### src/rtl/data_bus_initiator.sv
// data_bus_initiator
//   Core-side initiator for the data memory bus. Turns execute-stage load/store
//   requests into bus strobes, tracks in-flight reads in an in-order tag FIFO,
//   and formats returned words (lane shift + sign/zero extension) into
//   register-file format. Misaligned/illegal requests produce an error response
//   once the bus has drained.
//
// Ports
//   clock, reset                  core clock, asynchronous active-low reset
//   req_valid/ready/write         core request handshake and direction
//   req_funct3/addr/wdata         access size/signedness, byte address, store data
//   resp_valid/data/error         registered load result or error pulse
//   address/write_data            bus address and lane-replicated store data
//   byte_enable                   bus lane mask
//   read_enable/write_enable      bus strobes
//   wait_req                      responder stall
//   valid/read_data               in-order read return
module data_bus_initiator #(
    parameter int unsigned MAX_OUTSTANDING = 4
) (
    input  logic        clock,
    input  logic        reset,
    input  logic        req_valid,
    output logic        req_ready,
    input  logic        req_write,
    input  logic [2:0]  req_funct3,
    input  logic [31:0] req_addr,
    input  logic [31:0] req_wdata,
    output logic        resp_valid,
    output logic [31:0] resp_data,
    output logic        resp_error,
    output logic [31:0] address,
    output logic [31:0] write_data,
    output logic [3:0]  byte_enable,
    output logic        read_enable,
    output logic        write_enable,
    input  logic        wait_req,
    input  logic        valid,
    input  logic [31:0] read_data
);

    localparam int unsigned PTR_W = (MAX_OUTSTANDING > 1) ? $clog2(MAX_OUTSTANDING) : 1;
    localparam int unsigned CNT_W = $clog2(MAX_OUTSTANDING + 1);

    typedef struct packed {
        logic [2:0] funct3;
        logic [1:0] lane;
    } tag_t;

    tag_t              tag_fifo [MAX_OUTSTANDING];
    logic [PTR_W-1:0]  wr_ptr;
    logic [PTR_W-1:0]  rd_ptr;
    logic [CNT_W-1:0]  count;
    logic              err_pend;

    logic              legal;
    logic              issue;
    logic              read_accept;
    logic              write_accept;
    logic              err_accept;
    logic              bypass;
    logic              resp_take;
    logic              push;
    logic              pop;
    tag_t              req_tag;
    tag_t              resp_tag;
    logic [31:0]       shifted;
    logic [31:0]       formatted;

    function automatic logic [PTR_W-1:0] ptr_inc(input logic [PTR_W-1:0] p);
        return (p == PTR_W'(MAX_OUTSTANDING - 1)) ? '0 : p + 1'b1;
    endfunction

    // Request decode and bus-side outputs
    always_comb begin
        legal = 1'b0;
        case (req_funct3)
            3'b000:  legal = 1'b1;
            3'b001:  legal = ~req_addr[0];
            3'b010:  legal = (req_addr[1:0] == 2'b00);
            3'b100:  legal = ~req_write;
            3'b101:  legal = ~req_write & ~req_addr[0];
            default: legal = 1'b0;
        endcase

        // reset gates the strobes so they are low while reset is held
        issue = reset & req_valid & legal & ~err_pend &
                (req_write | (count < CNT_W'(MAX_OUTSTANDING)));

        read_enable  = issue & ~req_write;
        write_enable = issue &  req_write;
        read_accept  = read_enable  & ~wait_req;
        write_accept = write_enable & ~wait_req;

        // errors wait until no read is in flight or returning, keeping responses in order
        err_accept = reset & req_valid & ~legal & ~err_pend & (count == '0) & ~valid;
        req_ready  = read_accept | write_accept | err_accept;

        address = req_addr;
        case (req_funct3[1:0])
            2'b00: begin
                byte_enable = 4'b0001 << req_addr[1:0];
                write_data  = {4{req_wdata[7:0]}};
            end
            2'b01: begin
                byte_enable = 4'b0011 << req_addr[1:0];
                write_data  = {2{req_wdata[15:0]}};
            end
            default: begin
                byte_enable = 4'b1111;
                write_data  = req_wdata;
            end
        endcase
    end

    // Read-return tracking and formatting
    always_comb begin
        req_tag.funct3 = req_funct3;
        req_tag.lane   = req_addr[1:0];

        // zero-latency responder: the tag being issued is the one returning
        bypass    = read_accept & valid & (count == '0);
        pop       = valid & (count != '0);
        resp_take = pop | bypass;
        push      = read_accept & ~bypass;

        resp_tag = bypass ? req_tag : tag_fifo[rd_ptr];
        shifted  = read_data >> {resp_tag.lane, 3'b000};

        case (resp_tag.funct3)
            3'b000:  formatted = {{24{shifted[7]}},  shifted[7:0]};
            3'b001:  formatted = {{16{shifted[15]}}, shifted[15:0]};
            3'b100:  formatted = {24'b0, shifted[7:0]};
            3'b101:  formatted = {16'b0, shifted[15:0]};
            default: formatted = read_data;
        endcase
    end

    always_ff @(posedge clock) begin
        if (push) begin
            tag_fifo[wr_ptr] <= req_tag;
        end
    end

    always_ff @(posedge clock or negedge reset) begin
        if (!reset) begin
            resp_valid <= 1'b0;
            resp_error <= 1'b0;
            resp_data  <= '0;
            err_pend   <= 1'b0;
            count      <= '0;
            wr_ptr     <= '0;
            rd_ptr     <= '0;
        end else begin
            resp_valid <= resp_take | err_accept;
            resp_error <= err_accept;
            resp_data  <= resp_take ? formatted : '0;
            err_pend   <= err_accept;
            if (push) begin
                wr_ptr <= ptr_inc(wr_ptr);
            end
            if (pop) begin
                rd_ptr <= ptr_inc(rd_ptr);
            end
            case ({read_accept, resp_take})
                2'b10:   count <= count + 1'b1;
                2'b01:   count <= count - 1'b1;
                default: count <= count;
            endcase
        end
    end

    // A return with nothing in flight is dropped; flag it in simulation.
    orphan_valid: assert property (@(posedge clock) disable iff (!reset)
        !(valid && count == '0 && !read_accept));

endmodule

### config.mk
export PLATFORM = sky130hd
export DESIGN_NAME = data_bus_initiator
export DESIGN_NICKNAME = d
export VERILOG_FILES = /design/src/rtl/data_bus_initiator.sv
export SDC_FILE = /design/constraint.sdc
export NUM_CORES = 1
export LEC_CHECK = 0
export CAP_MARGIN = 20
export CORE_UTILIZATION = 35
export CTS_CLUSTER_DIAMETER = 150
export DETAILED_ROUTE_END_ITERATION = 8
export PLACE_DENSITY_LB_ADDON = 0.05
export SLEW_MARGIN = 0
export SYNTH_ARGS = -nofsm -noshare
export SYNTH_HDL_FRONTEND = slang
export SYNTH_SLANG_ARGS = --single-unit
### constraint.sdc
create_clock -name clock -period 3.2 [get_ports clock]
set_clock_uncertainty 0.2 [all_clocks]
set_input_delay 0.32 -clock clock [delete_from_list [all_inputs] [get_ports clock]]
set_output_delay 0.32 -clock clock [all_outputs]
set_load 0.005 [all_outputs]
==> run metrics <==
most used cell, CP=clkdlybuf4s50_1; GRT busiest layer=met2; Hold Path Class=flop to flop; final worst-path cycle share=a little over nine tenths; Rel. slew slack=64.7%; fraction of layout cells with a size suffix above 1=17.1%; simple-gate area share of the yosys netlist=10.9%; XOR/XNOR share of the synthesized area=0.692%; Iter 0 DRT Violations=90; dpl hpwl=around 7.9 mm; vias per cell=4.98; Worst-path clk slew=around 0.06 ns; CTS Root Cell=clkbuf_8; Row Count=37; synth unique cells=51; clock latency at the later pin of the worst-skew pair=0.34 ns; Routed WL per cell=17.1 um; fmax=328 MHz; Final #Nets=a little under 600; CTS H-tree lvls=3; met1 Usage GRT=between 20% and 30%; CORE AREA=0.0104 mm2; max incr delay on CP=about 0.55 ns; largest family of logic cells by synthesized area=multiplexers; pin count of the biggest net entering global routing=42; CTS tree=built; Syn. warnings=0; # setup viols final=0; Critical Path End Type=output pin; post-synthesis net count=453; IO Pins=210; required time worst endpoint=2.68 ns; #FFs+latches synth=61; initial antenna violation count=0; final hold slack=~0.31 ns; worst vdd ir=0.356 mV; Critical Path Source Type=primary input; total global routing overflow=0; slowest stage cell, crit path=or4_4; Layout area overhead=44.3%; pwr/cell area=678 mW/mm2; post-synthesis mux area share=16.8%; run status=finished, final reports clean; Port Buffers=149; Final Slew Violations=0; R2R setup slack=0.25 ns; Max FO, Critical Path=3; critical path arrival=about 2.5 ns; number of global-route vias before repair=roughly 3,300; Die Width=around 110 um; Avg Cell Area, Syn=11.1 um2; total CTS buffers=9; grt met2 use=roughly 33%; Antenna Nets Post-Route=0; final worst slack=0.150 ns; Final Power=0.00372 W; Routed WL=10.5 mm; CP cell instances=clkdlybuf4s50_1 > or4_4 > a211o_1 > buf_4 > o21ai_1 > clkdlybuf4s50_1; RSZ-0062 raised after global routing=false; Initial Util=36.5%; Initial DRT Pass Iterations=4; final core utilization=a little over half; max_cap viols=0; Final Hold Fails=0; gp weighted congestion=0.811; Die H=~110 um; Longest Clk Path Bufs=2; synthesized cell area=0.00380 mm2; met3 usage=under 10%; leakage=2.27 nW; fin crit period=~3.1 ns; # clock sinks=61; Compound-Gate Fraction of Synth Area=13.8%; Synth Area in Adders=2.50%; Syn Inst Count=~340; Antenna diodes=0; Place WS=-0.0978 ns; global-route wire length before repair=~16 mm; Seq/Total Area, Yosys=a little over two fifths; slew at the pin closest to its max-slew limit=between 0.5 and 0.6 ns; die area=~0.011 mm2; DR vias=3,042; total track usage=19.1%; CP Class=primary input to output pin; Residual DRC=0
[power breakdown]
| part | switching, W | internal [W] | total [W] |
|---|---|---|---|
| combinational | 0.000779 | 0.00104 | 0.00182 |
| sequential | 0.000106 | 0.00104 | 0.00115 |
| clock | 0.000313 | 0.000433 | 0.000746 |
[cell usage in the layout, fill, tap and decap left out, drive strengths merged, types with 2 or more instances in the layout]
cell type        n
inv             15
o21a            17
buf             27
dfrtp           41
edfxtp          20
clkinv           3
or4              2
o21ai           17
xor2             2
clkdlybuf4s50  148
o221a            8
nand2b           2
nand3            2
mux4             5
nand2           32
bufinv           2
clkinvlp         3
mux2            24
nor2b            2
a32o             7
and3             7
clkbuf           9
o2bb2ai          7
or3              2
ha               6
and2             3
nor2            15
mux2i           24
nor3             9
[state kept, by name, summed over array words and instances (netlist names)]
signal,cells
err_pend,1
tag_fifo,20
resp_data,32
count,3
resp_valid,1
wr_ptr,2
rd_ptr,2
[path summary, 6_finish.rpt]
| kind | from | endpoint | cells past startpoint |
|---|---|---|---|
| setup / recovery | req_funct3[0] | req_ready | 6 |
| hold / removal | count[0] | count[0] | 1 |
| setup reg to reg | count[2] | resp_data[21] | 7 |
| hold reg to reg | count[0] | count[0] | 1 |
| max in group asynchronous | reset | count[1] | 3 |
| min in group asynchronous | reset | resp_data[31] | 3 |
[cell usage after synthesis, drive strengths merged]
library cell / instances / area, um2
xor2: 2 / 17.5
a21o: 1 / 7.51
mux2i: 24 / 253
nor3: 9 / 56.3
a221o: 1 / 10.0
clkbuf: 6 / 22.5
nand3b: 1 / 7.51
fa: 1 / 20.0
o2bb2ai: 7 / 61.3
mux4: 5 / 113
o21ai: 17 / 100
a32o: 7 / 70.1
dfrtp: 41 / 1030
nand2b: 2 / 12.5
edfxtp: 20 / 601
mux2: 24 / 274
ha: 6 / 75.1
or4: 2 / 18.8
o32ai: 1 / 8.76
o311ai: 1 / 8.76
o21a: 17 / 128
a22o: 1 / 17.5
nand3: 2 / 15.0
buf: 52 / 385
and3: 7 / 43.8
inv: 15 / 56.3
a21oi: 1 / 5.00
clkinv: 1 / 8.76
o2111ai: 1 / 8.76
o221a: 8 / 90.1
and4: 1 / 8.76
nand2: 32 / 120
a211o: 1 / 8.76
and2: 3 / 21.3
xnor2: 1 / 8.76
or3: 2 / 17.5
nor2b: 2 / 12.5
nor4b: 1 / 23.8
nor2: 15 / 56.3
[kinds of logic after synthesis]
family	after synthesis
XOR/XNOR	3
flip-flops	61
AO/OA/AOI/OAI	64
adder cells (fa/ha/maj)	7
AND/OR/NAND/NOR	79
multiplexers	53
buffers and inverters	74
[metal layers]
metal | wire, um | part of all wire, %
met1 | 4340 | 42
met2 | 4970 | 48
met3 | 818 | 7.8
met4 | 318 | 3.0
met5 | 0 | 0
[worst max-delay path: cells and delay by family]
kind	cells	cell delay (ns)
buffers and inverters	3	1.14
and+or+nand+nor	1	0.55
AOI/OAI and AO/OA	2	0.52
[stage by stage]
| step | instances | area (um2) | setup TNS [ns] |
|---|---|---|---|
| floorplan | 341 | 3800 | 0 |
| global placement | 594 | 5260 | -0.0511 |
| detailed placement | 594 | 5260 | -0.0978 |
| CTS | 611 | 5480 | 0 |
| global route | 611 | 5480 | 0 |
| finish | 611 | 5480 | 0 |
[what timing repair did]
item,CTS,global route
endpoints found under the setup margin,0,1
endpoints found under the hold margin,41,0
hold buffers,1,0
gates resized for setup,0,1
buffers inserted,0,0
[area by class of cell]
class	instances	area [um2]
Fill cell	928	4930
Sequential cell	61	1630
Clock buffer	9	124
Clock inverter	7	90.1
Inverter	16	65.1
Tap cell	136	170
Multi-Input combinational cell	206	1700
Timing Repair Buffer	176	1700
No activity file was read; power rests on OpenSTA's default activity.
